===== src/rtl/div_seq_param.sv =====
// div_seq_param: multi-cycle restoring divider, one quotient bit per clock.
//
// Ports
//   clk    in   system clock, rising edge
//   rst    in   asynchronous reset, active-low
//   start  in   request; honoured in IDLE and FIN, ignored while running
//   D      in   [W-1:0] dividend, captured on the accepting edge
//   d      in   [W-1:0] divisor, captured on the accepting edge
//   busy   out  high while a division is in progress
//   done   out  one-cycle pulse when q/r/dbz become valid
//   q      out  [W-1:0] quotient, held until the next result
//   r      out  [W-1:0] remainder, held until the next result
//   dbz    out  divide-by-zero flag, valid with done and held with q/r
//
// Configuration macro: DIV_SIGNED_EN selects two's-complement operands and
// results (truncation toward zero). Undefined gives a purely unsigned divider.
//
// Timing: the accepting edge loads W into the counter. W edges each retire
// one quotient bit, and one more edge registers the result and enters FIN.
// A zero divisor loads the counter with 0, so FIN follows one edge after
// accept and busy never rises.

module div_seq_param #(
  parameter int unsigned W  = 8,
  parameter int unsigned CW = $clog2(W + 1)
) (
  input  logic         clk,
  input  logic         rst,
  input  logic         start,
  input  logic [W-1:0] D,
  input  logic [W-1:0] d,
  output logic         busy,
  output logic         done,
  output logic [W-1:0] q,
  output logic [W-1:0] r,
  output logic         dbz
);

  typedef enum logic [1:0] {
    IDLE = 2'd0,
    RUN  = 2'd1,
    FIN  = 2'd2
  } state_e;

  state_e        state_q, state_d;
  logic [CW-1:0] cnt_q, cnt_d;
  logic [W-1:0]  rem_q, rem_d;   // partial remainder
  logic [W-1:0]  dvd_q, dvd_d;   // dividend shifting out, quotient shifting in
  logic [W-1:0]  dvs_q, dvs_d;   // divisor magnitude
  logic          zero_q, zero_d; // current operation has a zero divisor
  logic [W-1:0]  q_q, q_d;
  logic [W-1:0]  r_q, r_d;
  logic          dbz_q, dbz_d;
  logic          busy_q, busy_d;
  logic          done_q, done_d;

`ifdef DIV_SIGNED_EN
  logic          negq_q, negq_d; // quotient negated when operand signs differ
  logic          negr_q, negr_d; // remainder follows the dividend sign
`endif

  logic [W-1:0]  mag_dvd;
  logic [W-1:0]  mag_dvs;
  logic          zero_in;
  logic [W:0]    rem_sh;
  logic [W:0]    diff;

  // Operand magnitudes presented to the unsigned core.
  always_comb begin
`ifdef DIV_SIGNED_EN
    mag_dvd = D[W-1] ? (~D + W'(1)) : D;
    mag_dvs = d[W-1] ? (~d + W'(1)) : d;
`else
    mag_dvd = D;
    mag_dvs = d;
`endif
    zero_in = (d == '0);
  end

  // One restoring step; W+1 bits so the trial subtraction cannot overflow.
  always_comb begin
    rem_sh = {rem_q, dvd_q[W-1]};
    diff   = rem_sh - {1'b0, dvs_q};
  end

  // Next-state and datapath update.
  always_comb begin
    state_d = state_q;
    cnt_d   = cnt_q;
    rem_d   = rem_q;
    dvd_d   = dvd_q;
    dvs_d   = dvs_q;
    zero_d  = zero_q;
    q_d     = q_q;
    r_d     = r_q;
    dbz_d   = dbz_q;
`ifdef DIV_SIGNED_EN
    negq_d  = negq_q;
    negr_d  = negr_q;
`endif

    case (state_q)
      IDLE, FIN: begin
        if (start) begin
          state_d = RUN;
          zero_d  = zero_in;
          rem_d   = '0;
          dvs_d   = mag_dvs;
          // A zero divisor keeps the raw dividend as the remainder result.
          dvd_d   = zero_in ? D : mag_dvd;
          cnt_d   = zero_in ? '0 : CW'(W);
`ifdef DIV_SIGNED_EN
          negq_d  = D[W-1] ^ d[W-1];
          negr_d  = D[W-1];
`endif
        end else begin
          state_d = IDLE;
        end
      end
      RUN: begin
        if (cnt_q != '0) begin
          cnt_d = cnt_q - CW'(1);
          dvd_d = {dvd_q[W-2:0], ~diff[W]};
          rem_d = diff[W] ? rem_sh[W-1:0] : diff[W-1:0];
        end else begin
          state_d = FIN;
          if (zero_q) begin
            q_d   = '1;
            r_d   = dvd_q;
            dbz_d = 1'b1;
          end else begin
`ifdef DIV_SIGNED_EN
            q_d   = negq_q ? (~dvd_q + W'(1)) : dvd_q;
            r_d   = negr_q ? (~rem_q + W'(1)) : rem_q;
`else
            q_d   = dvd_q;
            r_d   = rem_q;
`endif
            dbz_d = 1'b0;
          end
        end
      end
      default: state_d = IDLE;
    endcase

    busy_d = (state_d == RUN) && !zero_d;
    done_d = (state_d == FIN);
  end

  // State and datapath registers.
  always_ff @(posedge clk or negedge rst) begin
    if (!rst) begin
      state_q <= IDLE;
      cnt_q   <= '0;
      rem_q   <= '0;
      dvd_q   <= '0;
      dvs_q   <= '0;
      zero_q  <= 1'b0;
      q_q     <= '0;
      r_q     <= '0;
      dbz_q   <= 1'b0;
      busy_q  <= 1'b0;
      done_q  <= 1'b0;
`ifdef DIV_SIGNED_EN
      negq_q  <= 1'b0;
      negr_q  <= 1'b0;
`endif
    end else begin
      state_q <= state_d;
      cnt_q   <= cnt_d;
      rem_q   <= rem_d;
      dvd_q   <= dvd_d;
      dvs_q   <= dvs_d;
      zero_q  <= zero_d;
      q_q     <= q_d;
      r_q     <= r_d;
      dbz_q   <= dbz_d;
      busy_q  <= busy_d;
      done_q  <= done_d;
`ifdef DIV_SIGNED_EN
      negq_q  <= negq_d;
      negr_q  <= negr_d;
`endif
    end
  end

  assign busy = busy_q;
  assign done = done_q;
  assign q    = q_q;
  assign r    = r_q;
  assign dbz  = dbz_q;

endmodule


===== config.mk =====
export PLATFORM = sky130hd
export DESIGN_NAME = div_seq_param
export DESIGN_NICKNAME = d
export VERILOG_FILES = /design/src/rtl/div_seq_param.sv
export SDC_FILE = /design/constraint.sdc
export NUM_CORES = 1
export LEC_CHECK = 0
export ABC_AREA = 1
export BUFFER_PORTS_ARGS = -buffer_cell sky130_fd_sc_hd__buf_2
export CORE_MARGIN = 1.5
export CORE_UTILIZATION = 51
export CTS_CLUSTER_SIZE = 12
export DETAILED_ROUTE_END_ITERATION = 10
export GPL_ROUTABILITY_DRIVEN = 0
export PLACE_DENSITY = 0.72
export SLEW_MARGIN = 0
export SYNTH_ARGS = -nofsm -noshare
export SYNTH_HDL_FRONTEND = slang
export SYNTH_SLANG_ARGS = --single-unit

===== constraint.sdc =====
create_clock -name clk -period 2 [get_ports clk]
set_input_delay 0.1 -clock clk [delete_from_list [all_inputs] [get_ports clk]]
set_output_delay 0.1 -clock clk [all_outputs]
set_load 0.005 [all_outputs]

==> results of run 1 <==
final cells by class:
cell class	instances	share of cell area (%)
tap	70	2.75
sequential	50	39.2
inverter	63	7.57
clock buffer	5	2.16
timing repair buffer	44	7.53
multi-input combinational	226	39.3
clock inverter	3	1.49
flip-flops by register name, indices dropped and copies added, names as in the netlist, 2 cells and up:
signal and cells:
dvs_q 8, r 8, cnt_q 4, state_q 2, dvd_q 8, rem_q 8
q 8
where the power goes:
group	leakage (nW)	total [mW]	switching (mW)	internal, mW
logic	1.05	3.80	2.33	1.48
registers	0.610	1.80	0.288	1.51
clock network	0.0587	0.728	0.349	0.379
kinds of logic (layout without fill, tap and decap cells):
family,Yosys count,after routing
flip-flops,50,50
buffers and inverters,72,115
AO/OA/AOI/OAI,57,57
XOR/XNOR,4,4
adder cells (fa/ha/maj),11,11
AND/OR/NAND/NOR,153,154
how the worst max path moves through the flow:
stage	endpoint	slack, ns	depth (start not counted)	from
after floorplan	rem_q[2]	0.19	13	dvd_q[7]
final	rem_q[6]	0.12	12	dvs_q[0]
after CTS	rem_q[3]	0.008	12	dvs_q[0]
after global routing	rem_q[6]	-0.006	13	dvd_q[7]
after detailed placement	rem_q[3]	0.02	12	dvs_q[0]
after global placement	rem_q[3]	0.06	13	dvd_q[7]
metal layers:
metal	global-route usage, %	up-vias	part of all wire, %
li1	-	1173	-
met1	25.7	1001	47
met2	33.6	40	48
met3	3.45	7	3.6
met4	5.00	0	1.2
met5	0	-	0
cells in the final DEF, fill, tap and decap left out, types with 2 or more instances in the layout:
cell	n
nand2_2	6
clkbuf_8	5
a21oi_1	11
nand2_4	2
nor2_1	17
o21ai_2	7
ha_1	9
xnor2_1	3
nand4_1	4
buf_2	37
inv_1	57
nor2_8	2
dfrtp_1	50
o21ai_1	10
nand2_1	101
nand3_1	17
inv_4	2
o21ai_0	19
o22ai_1	2
inv_2	4
buf_4	6
o211ai_2	7
nor2_4	2
worst min-delay path, stage by stage:
cell      delay [ns]
buf_2           0.09
o211ai_2        0.09
o21ai_2         0.06
per-stage QoR:
| stage | setup TNS, ns | util, % | hold WS [ns] | cell area, um^2 | std cells |
|---|---|---|---|---|---|
| final | 0 | 61.7 | 0.0536 | 3190 | 461 |
| after global routing | -0.0146 | 61.7 | 0.0495 | 3190 | 461 |
| after CTS | 0 | 60.9 | 0.0503 | 3150 | 458 |
| after detailed placement | 0 | 58.5 | 0.247 | 3020 | 449 |
| after global placement | 0 | 58.5 | 0.240 | 3020 | 449 |
| after floorplan | 0 | - | -0.196 | 2780 | 347 |
timing repair:
action / CTS / global route
gates resized for setup: 0 / 7
hold endpoints to repair: 50 / 0
setup buffers: 0 / 2
setup endpoints to repair: 0 / 19
hold buffers: 1 / 0
==> results.sh, run 1 <==
export IMPL_status="completed"
export IMPL_die_h_um=76.8
export IMPL_critical_path_class="reg2reg"
export IMPL_clock_skew_ns=0.00694
export IMPL_yosysTopAreaCellShare_pct=45.1
export IMPL_grt_usage_pct=19.7
export IMPL_dr_first_iter_drc_count=122
export IMPL_ant_nets=0
export IMPL_path_cells="ha_2 > fa_2 > inv_1 > nand3_1 > nand2_2 > nand2_2 > nand2_1 > nand2_2 > nand2_2 > nand2_1 > nand3_1 > nand2_1"
export IMPL_synth_async_reset_ratio_pct=100
export IMPL_yosys_area_top_type="dfrtp_1"
export IMPL_min_from="D[3]"
export IMPL_yosys_area_share_simple_pct=24.5
export IMPL_min_period_ns=1.88
export IMPL_clock_sinks=50
export IMPL_multi_input_area_um2=1250
export IMPL_grt_max_degree=51
export IMPL_yosysWarnings=0
export IMPL_drive_above_1_share_pct=22.8
export IMPL_seq_area_um2=1250
export IMPL_n_antenna_cell=0
export IMPL_dpl_worst_slack_ns=0.0208
export IMPL_syn_to_final_growth_pct=14.9
export IMPL_syn_avg_cell_area_um2=8.00
export IMPL_fin_ws_ns=0.117
export IMPL_dp_hpwl_um=4030
export IMPL_ys_top_cells_by_area="dfrtp_1 (45%), nand2_1 (14%), inv_1 (7.7%)"
export IMPL_cp_end_kind="flip-flop"
export IMPL_final_nets=420
export IMPL_hold_path_class="in2reg"
export IMPL_power_total_mw=6.33
export IMPL_r2r_start="dvs_q[0]"
export IMPL_cpLargestDelayFamily="simple AND/OR/NAND/NOR gates"
export IMPL_antenna_found_initial=0
export IMPL_die_area_um2=5900
export IMPL_slew_viol_final=0
export IMPL_synthAdderAreaFrac_pct=5.23
export IMPL_synth_top_family_by_area="simple AND/OR/NAND/NOR gates"
export IMPL_syn_cell_area_um2=2780
export IMPL_wl_um=5310
export IMPL_syn_nets=377
export IMPL_path_max_fanout=4
export IMPL_ys_ff_latch=50
export IMPL_htreeDepth=2
export IMPL_yosysSeqAreaShare_pct=45.1
export IMPL_worstHoldPathCells=3
export IMPL_synth_main_ff_cell="dfrtp_1"
export IMPL_num_rows=26
export IMPL_cp_arrival_ns=2.08
export IMPL_wire_per_inst_um=11.5
export IMPL_worstReg2RegEnd="rem_q[6]"
export IMPL_cp_start_kind="flip-flop"
export IMPL_synth_top_cells_by_count="nand2_1 (104), inv_1 (57), dfrtp_1 (50)"
export IMPL_fp_dieW_um=76.8
export IMPL_drc=0
export IMPL_clkLatencyLatePin_ns=0.31
export IMPL_tightest_slew_ns=0.606
export IMPL_num_io_pins=38
export IMPL_max_stage_delay_ns=0.41
export IMPL_cts_root_buf="clkbuf_8"
export IMPL_path_clk_slew_ns=0.10
export IMPL_max_freq_mhz=531
export IMPL_grt_pass1_vias=2143
export IMPL_vias_per_cell=4.82
export IMPL_via_count=2221
export IMPL_rrSetupSlack_ns=0.12
export IMPL_relSlewSlack_pct=59.6
export IMPL_finalCritPeriodShare_pct=94.1
export IMPL_synth_cells=347
export IMPL_coreArea_um2=5170
export IMPL_synthMuxAreaShare_pct=0
export IMPL_crit_path_frequent_cell="nand2_2"
export IMPL_power_leakage_nw=1.72
export IMPL_overflow=0
export IMPL_io_buffers=37
export IMPL_power_density_nw_per_um2=1980
export IMPL_nFillCells=481
export IMPL_r2r_cells=12
export IMPL_cts_tree="done"
export IMPL_synth_distinct_cells=30
export IMPL_max_vdd_ir_drop_uv=1040
export IMPL_setup_viol=0
export IMPL_required_ns=2.20
export IMPL_holdPathEnd="dvd_q[3]"
export IMPL_grt_pass1_wl_um=9450
export IMPL_drv_cap=0
export IMPL_cts_buffers_inserted=5
export IMPL_synth_xor_area_share_pct=1.26
export IMPL_synth_edf_count=0
export IMPL_start_util_pct=53.7
export IMPL_finalHoldViolCount=0
export IMPL_synth_compound_area_share_pct=13.3
export IMPL_cts_buffer_depth=2
export IMPL_crit_buf_inv=1
export IMPL_drt_pass1_iterations=4
export IMPL_yosysMostFrequentCell="nand2_1"
export IMPL_slowest_stage="dfrtp_1"
(Power assumes the default switching activity.)
==> inputs of run 2 (changes only) <==
==> constraint.sdc (replaced) <==
create_clock -name clk -period 1.88 [get_ports clk]
set_input_delay 0.188 -clock clk [delete_from_list [all_inputs] [get_ports clk]]
set_output_delay 0.188 -clock clk [all_outputs]
set_load 0.005 [all_outputs]
==> run 2 against run 1 <==
Compared with the run above: die area unchanged; power increased by 15%; non-clock buffer count is 4 higher; largest cell class unchanged; largest power group unchanged.
==> results.sh, run 2 (same netlist as run 1, synthesis figures left out) <==
export IMPL_n_antenna_cell=0
export IMPL_power_total_mw=7.25
export IMPL_tightest_slew_ns=0.502
export IMPL_cts_buffer_depth=2
export IMPL_cts_root_buf="clkbuf_8"
export IMPL_clock_sinks=50
export IMPL_cp_end_kind="flip-flop"
export IMPL_via_count=2259
export IMPL_grt_pass1_wl_um=9500
export IMPL_drt_pass1_iterations=4
export IMPL_cp_start_kind="flip-flop"
export IMPL_path_max_fanout=5
export IMPL_clock_skew_ns=0.00499
export IMPL_fp_dieW_um=76.8
export IMPL_relSlewSlack_pct=66.5
export IMPL_grt_pass1_vias=2172
export IMPL_required_ns=2.08
export IMPL_hold_ws_ns=0.142
export IMPL_ant_nets=0
export IMPL_dr_first_iter_drc_count=124
export IMPL_num_rows=26
export IMPL_dp_hpwl_um=3950
export IMPL_die_h_um=76.8
export IMPL_die_area_um2=5900
export IMPL_num_io_pins=38
export IMPL_final_nets=424
export IMPL_cts_tree="done"
export IMPL_start_util_pct=53.7
export IMPL_coreArea_um2=5170
export IMPL_cts_buffers_inserted=5
export IMPL_antenna_found_initial=0
export IMPL_finalHoldViolCount=0
export IMPL_rsz0062_at_grt="true"
export IMPL_wl_um=5520
export IMPL_clkLatencyLatePin_ns=0.30
export IMPL_overflow=0
export IMPL_grt_max_degree=51
export IMPL_drive_above_1_share_pct=26.6
export IMPL_io_buffers=37
export IMPL_slew_viol_final=0
export IMPL_min_period_ns=1.87
export IMPL_hold_path_class="in2reg"
export IMPL_setup_viol=0
export IMPL_max_freq_mhz=536
export IMPL_layout_commonest_cell="nand2_1"
export IMPL_status="completed"
export IMPL_drv_cap=0
export IMPL_stdcell_area_um2=3330
export IMPL_syn_to_final_growth_pct=20.0
export IMPL_nFillCells=457
export IMPL_path_clk_slew_ns=0.09
export IMPL_post_route_util_pct=64.4
export IMPL_grt_usage_pct=20.1
export IMPL_wire_per_inst_um=11.9
export IMPL_power_leakage_nw=1.77
export IMPL_critical_path_class="reg2reg"
export IMPL_setup_tns_ns=0
export IMPL_vias_per_cell=4.86
export IMPL_finalCritPeriodShare_pct=99.2
export IMPL_power_density_nw_per_um2=2180
export IMPL_drc=0
export IMPL_htreeDepth=2
export IMPL_cp_arrival_ns=2.06
export IMPL_postPlaceCellArea_um2=3050
export IMPL_final_cell_mix="nand2_1 (94), inv_1 (56), dfrtp_1 (50), buf_2 (37), o21ai_0 (19)"
export IMPL_max_vdd_ir_drop_uv=982
run 2: cell count changes in the layout (fill, tap and decap cells not counted), moves of 2 or more:
cell / delta
ha_1: -2
buf_4: +3
ha_4: +2
nand3_2: +4
nand2_2: +2
clkbuf_1: +2
nand2_1: -7
nand3_1: -4
nand2_4: +4
run 2: final timing paths:
| check | start | slack (ns) | to | depth (start not counted) |
|---|---|---|---|---|
| min | D[6] | 0.14 | dvd_q[6] | 3 |
| max in group asynchronous | rst | 1.26 | r[7] | 3 |
| max | dvs_q[0] | 0.01 | rem_q[6] | 12 |
| max reg2reg | dvs_q[0] | 0.01 | rem_q[6] | 12 |
| min in group asynchronous | rst | 0.39 | dvd_q[3] | 3 |
| min reg2reg | dvs_q[5] | 0.49 | dvs_q[5] | 2 |
run 2: stage by stage:
stage	instances	setup WS (ns)
floorplan	347	0.0726
global placement	451	-0.0399
detailed placement	451	-0.0673
CTS	462	0.00106
global route	465	-0.0732
finish	465	0.0145
run 2: routing by layer:
layer / wire length, um / track usage [%]
met1: 2530 / 25.2
met2: 2650 / 34.4
met3: 246 / 4.29
met4: 95 / 6.67
met5: 0 / 0
run 2: critical path, stage by stage, from the launching register on:
cell and delay [ns]:
dfrtp_1 0.39, ha_2 0.21, fa_2 0.40, inv_2 0.07
nand3_2 0.06, nand2_2 0.10, nand2_4 0.07, nand2_4 0.09
nand2_4 0.08, nand2_8 0.09, nand2_2 0.05, nand3_1 0.09
nand2_1 0.06
run 2: final cells by class:
type                       instances  area [um^2]  share of cell area (%)
clock inverter                     1         30.0                   0.901
multi-input combinational        226         1360                    40.7
clock buffer                       7         76.3                    2.29
timing repair buffer              48          283                    8.49
sequential                        50         1250                    37.6
tap                               70         87.6                    2.63
inverter                          63          246                    7.40
run 2: what timing repair did:
action                                 CTS  global route
hold buffers                             1             0
pin swaps                                2             7
endpoints found under the hold margin   50             0
setup buffers                            1             3
gates cloned                             1             0
setup endpoints to repair               19            17
gates resized for setup                  5            24
run 2: where the power goes:
group	switching (mW)	total (mW)	internal, mW
Combinational	2.76	4.59	1.83
Sequential	0.306	1.91	1.61
Clock	0.353	0.752	0.399
==> inputs of run 3 (changes only) <==
CELL_PAD_IN_SITES_DETAIL_PLACEMENT = 0   (was unset)
CELL_PAD_IN_SITES_GLOBAL_PLACEMENT = 1   (was unset)
CORE_UTILIZATION = 40   (was 51)
PLACE_DENSITY = unset   (was 0.72)
PLACE_DENSITY_LB_ADDON = 0.1   (was unset)
==> run 3 against run 2 <==
Compared with the run above: hold slack worse by 0.0017 ns; worst setup slack better by 0.017 ns; maximum frequency is 0.90% higher; sequential power hardly changed; design area is 0.34% higher; core utilization is 15 points lower; wire length is 9.2% higher; critical path depth stayed put; clock power is 11% lower; largest cell class unchanged; sequential share of layout area is 0.13 points lower.
==> results.sh, run 3 (same netlist as run 1, synthesis figures left out) <==
export IMPL_status="completed"
export IMPL_cts_buffers_inserted=5
export IMPL_critical_path_class="reg2reg"
export IMPL_required_ns=2.08
export IMPL_htreeDepth=2
export IMPL_max_freq_mhz=541
export IMPL_grt_pass1_wl_um=10200
export IMPL_die_h_um=86.3
export IMPL_dp_cells=466
export IMPL_vias_per_cell=4.71
export IMPL_slew_viol_final=0
export IMPL_final_nets=427
export IMPL_finalHoldViolCount=0
export IMPL_finalCritPeriodShare_pct=98.3
export IMPL_layout_commonest_cell="nand2_1"
export IMPL_clock_sinks=50
export IMPL_grt_max_degree=33
export IMPL_die_area_um2=7450
export IMPL_num_rows=30
export IMPL_n_antenna_cell=0
export IMPL_path_max_fanout=5
export IMPL_max_vdd_ir_drop_uv=923
export IMPL_cts_buffer_depth=2
export IMPL_overflow=0
export IMPL_antenna_found_initial=0
export IMPL_rsz0062_at_grt="true"
export IMPL_syn_to_final_growth_pct=20.4
export IMPL_dr_first_iter_drc_count=109
export IMPL_post_route_util_pct=49.5
export IMPL_cp_start_kind="flip-flop"
export IMPL_setup_viol=0
export IMPL_drt_pass1_iterations=4
export IMPL_drive_above_1_share_pct=27.1
export IMPL_relSlewSlack_pct=61.3
export IMPL_final_cell_mix="nand2_1 (95), inv_1 (56), dfrtp_1 (50), buf_2 (37), o21ai_0 (19)"
export IMPL_fin_cells=478
export IMPL_power_leakage_nw=1.78
export IMPL_cts_root_buf="clkbuf_8"
export IMPL_clkLatencyLatePin_ns=0.30
export IMPL_grt_usage_pct=17.7
export IMPL_drv_cap=0
export IMPL_dp_hpwl_um=4450
export IMPL_fp_dieW_um=86.3
export IMPL_cts_tree="done"
export IMPL_clock_skew_ns=0.00802
export IMPL_wire_per_inst_um=12.6
export IMPL_power_density_nw_per_um2=2170
export IMPL_drc=0
export IMPL_path_clk_slew_ns=0.09
export IMPL_grt_pass1_vias=2161
export IMPL_num_io_pins=38
export IMPL_cp_arrival_ns=2.05
export IMPL_hold_path_class="in2reg"
export IMPL_start_util_pct=41.1
export IMPL_wl_um=6030
export IMPL_cp_end_kind="flip-flop"
export IMPL_io_buffers=37
export IMPL_via_count=2250
export IMPL_min_period_ns=1.85
export IMPL_tightest_slew_ns=0.580
export IMPL_ant_nets=0
export IMPL_coreArea_um2=6760
==> run 3: layout make-up <==
class,instances,area [um^2]
Clock inverter,1,8.76
Timing Repair Buffer,51,318
Inverter,63,240
Clock buffer,7,86.3
Sequential cell,50,1250
Multi-Input combinational cell,226,1340
Tap cell,80,100
Fill cell,695,3410
==> run 3: power by group <==
group	internal [mW]	switching, mW	leakage (nW)
logic	1.86	2.82	1.13
registers	1.61	0.304	0.610
clock network	0.305	0.362	0.0489
==> run 3: path summary, 6_finish.rpt <==
| path | from | to | slack (ns) | cells past startpoint |
|---|---|---|---|---|
| hold / removal | D[6] | dvd_q[6] | 0.14 | 3 |
| min in group asynchronous | rst | dbz | 0.36 | 2 |
| hold reg to reg | dvd_q[0] | dvd_q[0] | 0.49 | 2 |
| setup reg to reg | dvs_q[0] | rem_q[0] | 0.03 | 12 |
| max in group asynchronous | rst | rem_q[1] | 0.99 | 3 |
| setup / recovery | dvs_q[0] | rem_q[0] | 0.03 | 12 |
==> run 3: per-layer routing <==
layer | wire [um] | track usage (%) | share of wire (%)
met3 | 181 | 3.24 | 3.0
met5 | 0 | 0 | 0
met4 | 120 | 4.55 | 2.0
met1 | 2910 | 24.3 | 48
met2 | 2810 | 29.0 | 47
==> run 3: through the flow <==
step	area, um^2	setup slack [ns]	power [mW]	TNS (ns)	hold WS, ns
2_1_floorplan	2780	0.0726	5.04	0	-0.108
3_3_place_gp	3110	0.0278	6.14	0	0.172
3_5_place_dp	3110	-0.0137	6.17	-0.0458	0.164
4_1_cts	3220	0.00507	6.87	0	0.134
5_1_grt	3340	-0.0948	8.06	-0.701	0.133
6_report	3340	0.0312	7.26	0	0.140
==> run 3: timing repair <==
| action | 4_1_cts | 5_1_grt |
|---|---|---|
| cloned | 0 | 1 |
| gates resized for setup | 1 | 25 |
| buffers inserted | 0 | 2 |
| setup endpoints to repair | 8 | 9 |
| hold buffers | 1 | 0 |
| hold endpoints to repair | 18 | 0 |
| pin swaps | 1 | 11 |
==> run 3: critical path: stages, from the launching register on <==
cell and delay [ns]:
dfrtp_1 0.42, ha_4 0.18, fa_2 0.40, inv_2 0.07, nand3_2 0.06, nand2_2 0.09, nand2_4 0.07, nand2_4 0.09
nand2_4 0.07, nand2_4 0.11, nand2_1 0.06, nand3_1 0.06, nand2_1 0.05
